==> config.mk <==
export PLATFORM = sky130hd
export DESIGN_NAME = jb_aes_key_expand
export DESIGN_NICKNAME = d
export VERILOG_FILES = /design/src/rtl/jb_aes_key_expand_pkg.sv /design/src/rtl/jb_aes_subword.sv /design/src/rtl/jb_aes_key_expand.sv
export SDC_FILE = /design/constraint.sdc
export NUM_CORES = 2
export LEC_CHECK = 0
export BUFFER_PORTS_ARGS = -buffer_cell sky130_fd_sc_hd__buf_2
export CORE_AREA = 2 2 646 648
export DETAILED_ROUTE_END_ITERATION = 10
export DIE_AREA = 0 0 648 650
export MAX_ROUTING_LAYER = met4
export PLACE_DENSITY = 0.33
export RECOVER_POWER = 100
export SETUP_SLACK_MARGIN = 0.02
export SLEW_MARGIN = 40
export SYNTH_ARGS = -nofsm -noshare
export SYNTH_HDL_FRONTEND = slang
export SYNTH_HIERARCHICAL = 1
export SYNTH_SLANG_ARGS = --single-unit
==> constraint.sdc <==
create_clock -name clk -period 18.4 [get_ports clk]
set_clock_uncertainty 0.15 [all_clocks]
set_input_delay 1.84 -clock clk [delete_from_list [all_inputs] [get_ports clk]]
set_output_delay 1.84 -clock clk [all_outputs]
set_load 0.01 [all_outputs]
==> src/rtl/jb_aes_key_expand_pkg.sv <==
// Shared AES types, round constants and S-box for the key schedule
// and the SubBytes stage.
package jb_aes_key_expand_pkg;

   typedef logic [0:3][0:3][7:0] block128_t;
   typedef logic [31:0]          word32;

   typedef enum logic [1:0] {
      S_IDLE,
      S_EXPAND,
      S_READY
   } ks_state_t;

   localparam int NUM_RK = 11;

   localparam logic [7:0] RCON [10] = '{
      8'h01, 8'h02, 8'h04, 8'h08, 8'h10,
      8'h20, 8'h40, 8'h80, 8'h1b, 8'h36
   };

   // Byte x of the S-box lives at bits [(255-x)*8 +: 8]
   localparam logic [2047:0] SBOX_TBL = {
      128'h637c777bf26b6fc53001672bfed7ab76,
      128'hca82c97dfa5947f0add4a2af9ca472c0,
      128'hb7fd9326363ff7cc34a5e5f171d83115,
      128'h04c723c31896059a071280e2eb27b275,
      128'h09832c1a1b6e5aa0523bd6b329e32f84,
      128'h53d100ed20fcb15b6acbbe394a4c58cf,
      128'hd0efaafb434d338545f9027f503c9fa8,
      128'h51a3408f929d38f5bcb6da2110fff3d2,
      128'hcd0c13ec5f974417c4a77e3d645d1973,
      128'h60814fdc222a908846eeb814de5e0bdb,
      128'he0323a0a4906245cc2d3ac629195e479,
      128'he7c8376d8dd54ea96c56f4ea657aae08,
      128'hba78252e1ca6b4c6e8dd741f4bbd8b8a,
      128'h703eb5664803f60e613557b986c11d9e,
      128'he1f8981169d98e949b1e87e9ce5528df,
      128'h8ca1890dbfe6426841992d0fb054bb16
   };

   function automatic logic [7:0] sbox(input logic [7:0] x);
      int i;
      i = 255 - int'(x);
      return SBOX_TBL[i*8 +: 8];
   endfunction

endpackage

==> src/rtl/jb_aes_subword.sv <==
// Combinational SubWord: four parallel S-box lookups.
module jb_aes_subword
   import jb_aes_key_expand_pkg::*;
(
   input  word32 i_word,
   output word32 o_word
);

   assign o_word = {sbox(i_word[31:24]), sbox(i_word[23:16]),
                    sbox(i_word[15:8]),  sbox(i_word[7:0])};

endmodule

==> src/rtl/jb_aes_key_expand.sv <==
// Iterative AES-128 key schedule: one round key per clock, all eleven
// held in registers with a flat bus and an indexed read port.
module jb_aes_key_expand
   import jb_aes_key_expand_pkg::*;
#(
   parameter int NUM_ROUNDS = 10,
   parameter int KEY_WIDTH  = 128
) (
   input  logic                               clk,
   input  logic                               nRst,
   input  logic                               i_key_valid,
   output logic                               o_key_ready,
   input  logic [KEY_WIDTH-1:0]               i_key,
   output logic                               o_busy,
   output logic                               o_keys_valid,
   input  logic [3:0]                         i_rk_index,
   output logic [KEY_WIDTH-1:0]               o_rk_out,
   output logic [(NUM_ROUNDS+1)*KEY_WIDTH-1:0] o_rk_all
);

   generate
      if (NUM_ROUNDS != 10 || KEY_WIDTH != 128) begin : g_bad_cfg
         $fatal(1, "jb_aes_key_expand supports AES-128 only");
      end
   endgenerate

   ks_state_t r_state;
   ks_state_t w_state_nx;
   logic [3:0] r_cnt;
   logic       r_keys_valid;
   block128_t  r_rk [NUM_RK];

   logic       w_accept;
   logic [3:0] w_idx;
   block128_t  w_prev;
   block128_t  w_next;
   word32      w_rot;
   word32      w_sub;
   word32      w_temp;
   logic [7:0] w_rcon;

   always_comb begin
      w_state_nx = r_state;
      w_accept   = 1'b0;
      unique case (r_state)
         S_IDLE, S_READY: begin
            if (i_key_valid) begin
               w_accept   = 1'b1;
               w_state_nx = S_EXPAND;
            end
         end
         S_EXPAND: begin
            if (r_cnt == 4'd10) w_state_nx = S_READY;
         end
         default: w_state_nx = S_IDLE;
      endcase
   end

   assign o_key_ready  = (r_state != S_EXPAND);
   assign o_busy       = (r_state == S_EXPAND);
   assign o_keys_valid = r_keys_valid;

   // Previous round key feeds the next one
   assign w_idx = r_cnt - 4'd1;

   always_comb begin
      w_prev = '0;
      for (int i = 0; i < NUM_RK; i++) begin
         if (w_idx == 4'(i)) w_prev = r_rk[i];
      end
   end

   assign w_rcon = (w_idx < 4'd10) ? RCON[w_idx] : 8'h00;
   assign w_rot  = {w_prev[3][1], w_prev[3][2], w_prev[3][3], w_prev[3][0]};

   jb_aes_subword u_subword (
      .i_word (w_rot),
      .o_word (w_sub)
   );

   assign w_temp = w_sub ^ {w_rcon, 24'h0};

   always_comb begin
      w_next    = '0;
      w_next[0] = w_prev[0] ^ w_temp;
      w_next[1] = w_prev[1] ^ w_next[0];
      w_next[2] = w_prev[2] ^ w_next[1];
      w_next[3] = w_prev[3] ^ w_next[2];
   end

   always_ff @(posedge clk or negedge nRst) begin
      if (!nRst) begin
         r_state      <= S_IDLE;
         r_cnt        <= 4'd0;
         r_keys_valid <= 1'b0;
         for (int i = 0; i < NUM_RK; i++) r_rk[i] <= '0;
      end else begin
         r_state      <= w_state_nx;
         r_keys_valid <= (w_state_nx == S_READY);
         if (w_accept) begin
            r_rk[0] <= i_key;
            r_cnt   <= 4'd1;
         end else if (r_state == S_EXPAND) begin
            r_rk[r_cnt] <= w_next;
            if (r_cnt != 4'd10) r_cnt <= r_cnt + 4'd1;
         end
      end
   end

   always_comb begin
      o_rk_out = '0;
      for (int i = 0; i < NUM_RK; i++) begin
         if (i_rk_index == 4'(i)) o_rk_out = r_rk[i];
      end
   end

   always_comb begin
      o_rk_all = '0;
      for (int i = 0; i < NUM_RK; i++) begin
         o_rk_all[i*128 +: 128] = r_rk[i];
      end
   end

endmodule

# --- Word-level counts from Yosys, hierarchy flattened ---
# Memory sizes are Yosys's and may differ from the RTL's.
# Index checks and enable logic that the tools add are counted.
word_totals:
  word_cells: 275
  n_memories: 1
  in_bits: 135
  regBits: 1415
  romBits: 128
memory_table:
  columns: ["memory", "words", "word_bits", "read_ports", "rd_ports_with_merged_regs", "write_ports", "line_no", "rtl"]
  rows:
  - ["(name not given)", 16, 8, 1, 0, 0, "jb_aes_key_expand.sv:73", "assign w_rcon = (w_idx < 4'd10) ? RCON[w_idx] : 8'h00;"]
op_classes:
  shift: 4
  n_eq_ne: 26
  n_lt_le_gt_ge: 4
  bitwise_logic: 8
  n_reduce_logical: 9
  mux: 38
  add_sub_neg: 6
op_table:
  columns: ["op", "n"]
  rows:
  - ["2048-bit by 32-bit indexed part select with 8-bit output (first input constant)", 4]
  - ["128-bit two-way mux", 24]
  - ["1408-bit bitwise mux", 1]
  - ["1408-bit two-way mux", 1]
  - ["128-bit demux with 4-bit select", 1]
  - ["32-bit bitwise XOR", 5]
  - ["8-bit by 8-bit subtractor with 9-bit output (first input constant)", 4]
  - ["4-bit by 3-bit == test with 1-bit output (second input constant)", 8]
  - ["4-bit == test (second input constant)", 7]
  - ["8-bit two-way mux", 3]
  - ["4-bit by 2-bit == test with 1-bit output (second input constant)", 4]
  - ["4-bit two-way mux", 3]
  - ["5-bit >= comparator (second input constant)", 2]
  - ["4-bit NOT with 5-bit output", 2]
  - ["4-bit by 1-bit == test with 1-bit output (second input constant)", 2]
  - ["4-bit logical NOT", 2]
  - ["5-bit by 1-bit less-than comparator with 1-bit output (second input constant)", 1]
  - ["4-bit by 1-bit adder with 4-bit output (second input constant)", 1]
  - ["2-bit == test (second input constant)", 2]
  - ["4-bit less-than comparator (second input constant)", 1]
  - ["2-bit two-way mux", 2]
  - ["4-bit inequality test (second input constant)", 1]
  - ["2-bit one-hot mux with 2 select lines", 1]
  - ["2-bit AND reduction", 2]
  - ["9 further kinds", 11]

# --- Longest topological paths before layout ---
depth:
  word_depth: 23
  mapped_depth: 33
  mapped_depth_nobuf: 24

# --- Modules after synthesis ---
# Netlist, hierarchy kept.
by_module_without_submodules:
  columns: ["mod", "seq_area_each_um2", "area_each_um2", "instances", "cells_each"]
  rows:
  - ["jb_aes_key_expand", 35409.0, 72794.8, 1, 8294]
  - ["jb_aes_subword", 0.0, 13385.3, 1, 2183]

# --- Least setup slack after synthesis ---
# OpenSTA, ideal clock, no wires.
synth_path:
  path_kind: "register -> register"
  start: "reg r_cnt[0]"
  end: "reg r_rk (netlist bit o_rk_all[1045])"
  setup_time_ps: 133
  arrival_time_ps: 7398
  required_ps: 18117
  slack_ps: 10719
  stages_incl_launch_ff: 31
  path_buffers: 8
  path_cell_list: "dfrtp_1 buf_2 inv_1 ha_1 ha_1 clkbuf_1 nand2b_1 clkbuf_1 nor3_2 buf_2 buf_2 clkbuf_1 nand2_1 a31oi_1 clkinv_1 ha_1 and2_1 buf_2 nor3_1 a311oi_1 a21oi_1 a211oi_1 o31a_1 nand3_1 a311o_1 and4_1 xnor2_1 xor2_1 xor2_1 clkbuf_1 o21ai_0"
synth_rtl:
  columns: ["item", "line_no", "rtl"]
  rows:
  - ["from (decl)", "jb_aes_key_expand.sv:29", "logic [3:0] r_cnt;"]
  - ["from (signal assigned)", "jb_aes_key_expand.sv:105", "if (r_cnt != 4'd10) r_cnt <= r_cnt + 4'd1;"]
  - ["to (signal, indexed assignment)", "jb_aes_key_expand.sv:104", "r_rk[r_cnt] <= w_next;"]
  - ["to (decl)", "jb_aes_key_expand.sv:31", "block128_t r_rk [NUM_RK];"]

==> reports/metrics.yaml <==
setup_path:
  crit_arrival_ps: 16380
  r2r-end: "o_rk_all[539]"
  crit_path_top_delay_cell: "clkbuf_1"
  reg2reg_from: "r_cnt[0]"
  startpoint_type: "flop"
  cp-end-kind: "flop"
  crit_type: "reg2reg"
  reg2reg_depth: 28
  crit_fanout: 37
  critPathRequiredTime_ps: 19080
  critical_path.most_common_cell: "buf_4"
  reg2reg_slack_ps: 2690
  critical_path.max_stage_delay_ps: 2180
logic_synthesis:
  synth_edf_count: 0
  synth_adder_area_share_pct: 0.9147
  yosys_warnings: 6
  synth_fp_nets: 10680
  synth_compound_area_share_pct: 32.18
  netlist_area_mm2: 0.08618
  netlist.top_cell.by_area: "dfrtp_1"
  ys_seq_area_share_pct: 41.09
  synth_top_family_by_area: "compound AO/OA/AOI/OAI gates"
  ys.flop_type: "dfrtp_1"
  syn-instance-count: 10480
  avgSynthCellArea_um2: 8.226
  yosysTopAreaCellShare_pct: 41.09
  ys_ff_latch: 1415
  postSynth.asyncResetShare_pct: 100.0
  synthSimpleGateAreaFrac_pct: 16.04
  synth.area.top_cells: "dfrtp_1 (41%), o21ai_0 (11%), nand2_1 (8.1%)"
  synth_xor_area_share_pct: 1.718
  synthMuxAreaShare_pct: 1.975
  ys_types: 108
detailed_routing:
  ant_nets: 0
  dr.first_iter.drc_count: 14320
  vias_per_cell: 5.912
  vias: 102500
  wl_per_cell_um: 46.74
  drc_errors: 0
  dr.pass1.iters: 9
  wl_mm: 810.0
clocking:
  root_buffer: "clkbuf_16"
  clk_latency_ps: 1000
  cts_buffers: 189
  cts_setup_buffers: 0
  path_clk_slew_ps: 70
  clock_path_buffers: 4
  clock_sink_count: 1415
  hold_buffers: 0
  cts.htree.levels: 4
  cts_tree: "yes"
  cts_resized: 0
global_routing:
  overflow: 0
  grtUsageTotal_pct: 37.92
  grt_antenna_before_repair: 100
  grt_pass1_vias: 95370
  grt_max_degree: 144
  grt_pass1_wl_mm: 1038
timing:
  min_period_over_period_pct: 85.36
  setup_viol_count_final: 0
  min_period_ps: 15710
  maxSlewViolCount: 1736
  worst_slew_pin_slew_ps: 5126
  hold_violations: 0
  setup_slack_ps: 2694
  rsz0062_at_grt: "no"
  fmax_ghz: 0.06367
  setup_tns_ps: 0
  relSlewSlack_pct: -241.7
floorplanning:
  core_area_mm2: 0.4149
  die_h_um: 650
  rows: 237
  io_pins: 1674
  die_area_mm2: 0.4212
  initial_utilization_pct: 20.77
  die_width_um: 648
final_layout:
  n_fill_cell: 45910
  multi_input_area_mm2: 0.04705
  drive_gt1_share_pct: 10.11
  nets: 11820
  area_growth_pct: 23.09
  regArea_mm2: 0.03541
placed_design:
  dp_hpwl_mm: 592.2
  portBuffers: 1673
  post-place-ws_ps: 5911
  gp_congestion: 0.9754
run_status:
  violations: "capacitance limit, slew limit"
  status: "finished with violations"
hold_path:
  hold_end: "r_state[1]"
  hold_class: "reg2reg"
  hold_start: "r_state[1]"
  min_path_cells: 2
flow_run:
  maxCapViolations: 52
[registers in the layout, summed over array words and instances (netlist names)]
name	cells
o_keys_valid	1
o_rk_all	1408
r_cnt	4
r_state	2
[kinds of logic (layout without fill, tap and decap cells)]
family / Yosys count / after routing
flip-flops: 1415 / 1415
multiplexers: 129 / 129
XOR/XNOR: 148 / 148
other: 0 / 70
buffers and inverters: 1256 / 2543
adder cells (fa/ha/maj): 63 / 63
AO/OA/AOI/OAI: 4320 / 4320
AND/OR/NAND/NOR: 3146 / 3146
[cell type report]
cell class                 instances  share of cell area, %
antenna                           70                 0.1651
clock buffer                     276                  5.230
clock inverter                    57                 0.6086
inverter                          81                 0.2984
multi-input combinational       7806                  44.36
sequential                      1415                  33.38
tap                             5497                  6.483
timing repair buffer            2129                  9.480
[cells in the mapped netlist (121+ instances only)]
cell and instances:
o21ai_0 1860, nand2_1 1854, dfrtp_1 1415, clkbuf_1 834, a21oi_1 473, a22oi_1 450
nor2_1 345, nand3_1 329, a221oi_1 233, buf_2 200, nor3_1 133, a222oi_1 124
a31oi_1 121
[metrics by stage]
stage               cell area (um^2)  cells  utilization, %  hold slack [ps]
floorplan                      86180  10480               -            306.2
global placement              101600  16910           24.50            353.6
detailed placement            102500  16920           24.72            342.7
CTS                           108700  17260           26.21            366.2
global route                  106000  17310           25.56            400.0
finish                        106100  17330           25.57            382.3
[worst max-delay path, delay by kind of cell, from the launching register on]
kind	cells	cell delay (ps)
buffers and inverters	10	6940
adders and majority gates	3	1990
AOI/OAI and AO/OA	9	3430
xor gates and xnor gates	4	1060
and+or+nand+nor	2	1010
DFF	1	750
[routing by layer]
metal | share of wire, % | track usage, %
met1 | 40 | 46.89
met2 | 44 | 56.86
met3 | 8.7 | 8.581
met4 | 7.2 | 21.25
met5 | 0 | -
[how the worst max path moves through the flow]
stage,from,endpoint
global placement,r_cnt[0],o_rk_all[287]
detailed placement,r_cnt[0],o_rk_all[159]
finish,r_cnt[0],o_rk_all[539]
floorplan,r_cnt[0],o_rk_all[1045]
global route,r_cnt[0],o_rk_all[1053]
CTS,r_cnt[0],o_rk_all[799]
[cell usage in the layout (no fill, tap or decap), types with 70 or more instances in the layout]
cell          n
o21ai_0    1893
nand2_1    1836
clkbuf_1   1655
dfrtp_1    1415
a21oi_1     462
a22oi_1     450
nor2_1      330
nand3_1     324
buf_4       313
a221oi_1    231
clkbuf_16   190
buf_2       150
a222oi_1    124
nor3_1      122
o211ai_1    113
o22ai_1     105
a211oi_1    104
nand2b_1     97
a31oi_1      93
o221ai_1     85
nor2b_1      80
mux2_2       77
diode_2      70
Power is not shown: default switching activity piles up to over one toggle a cycle in this logic, so the estimate is an artifact.
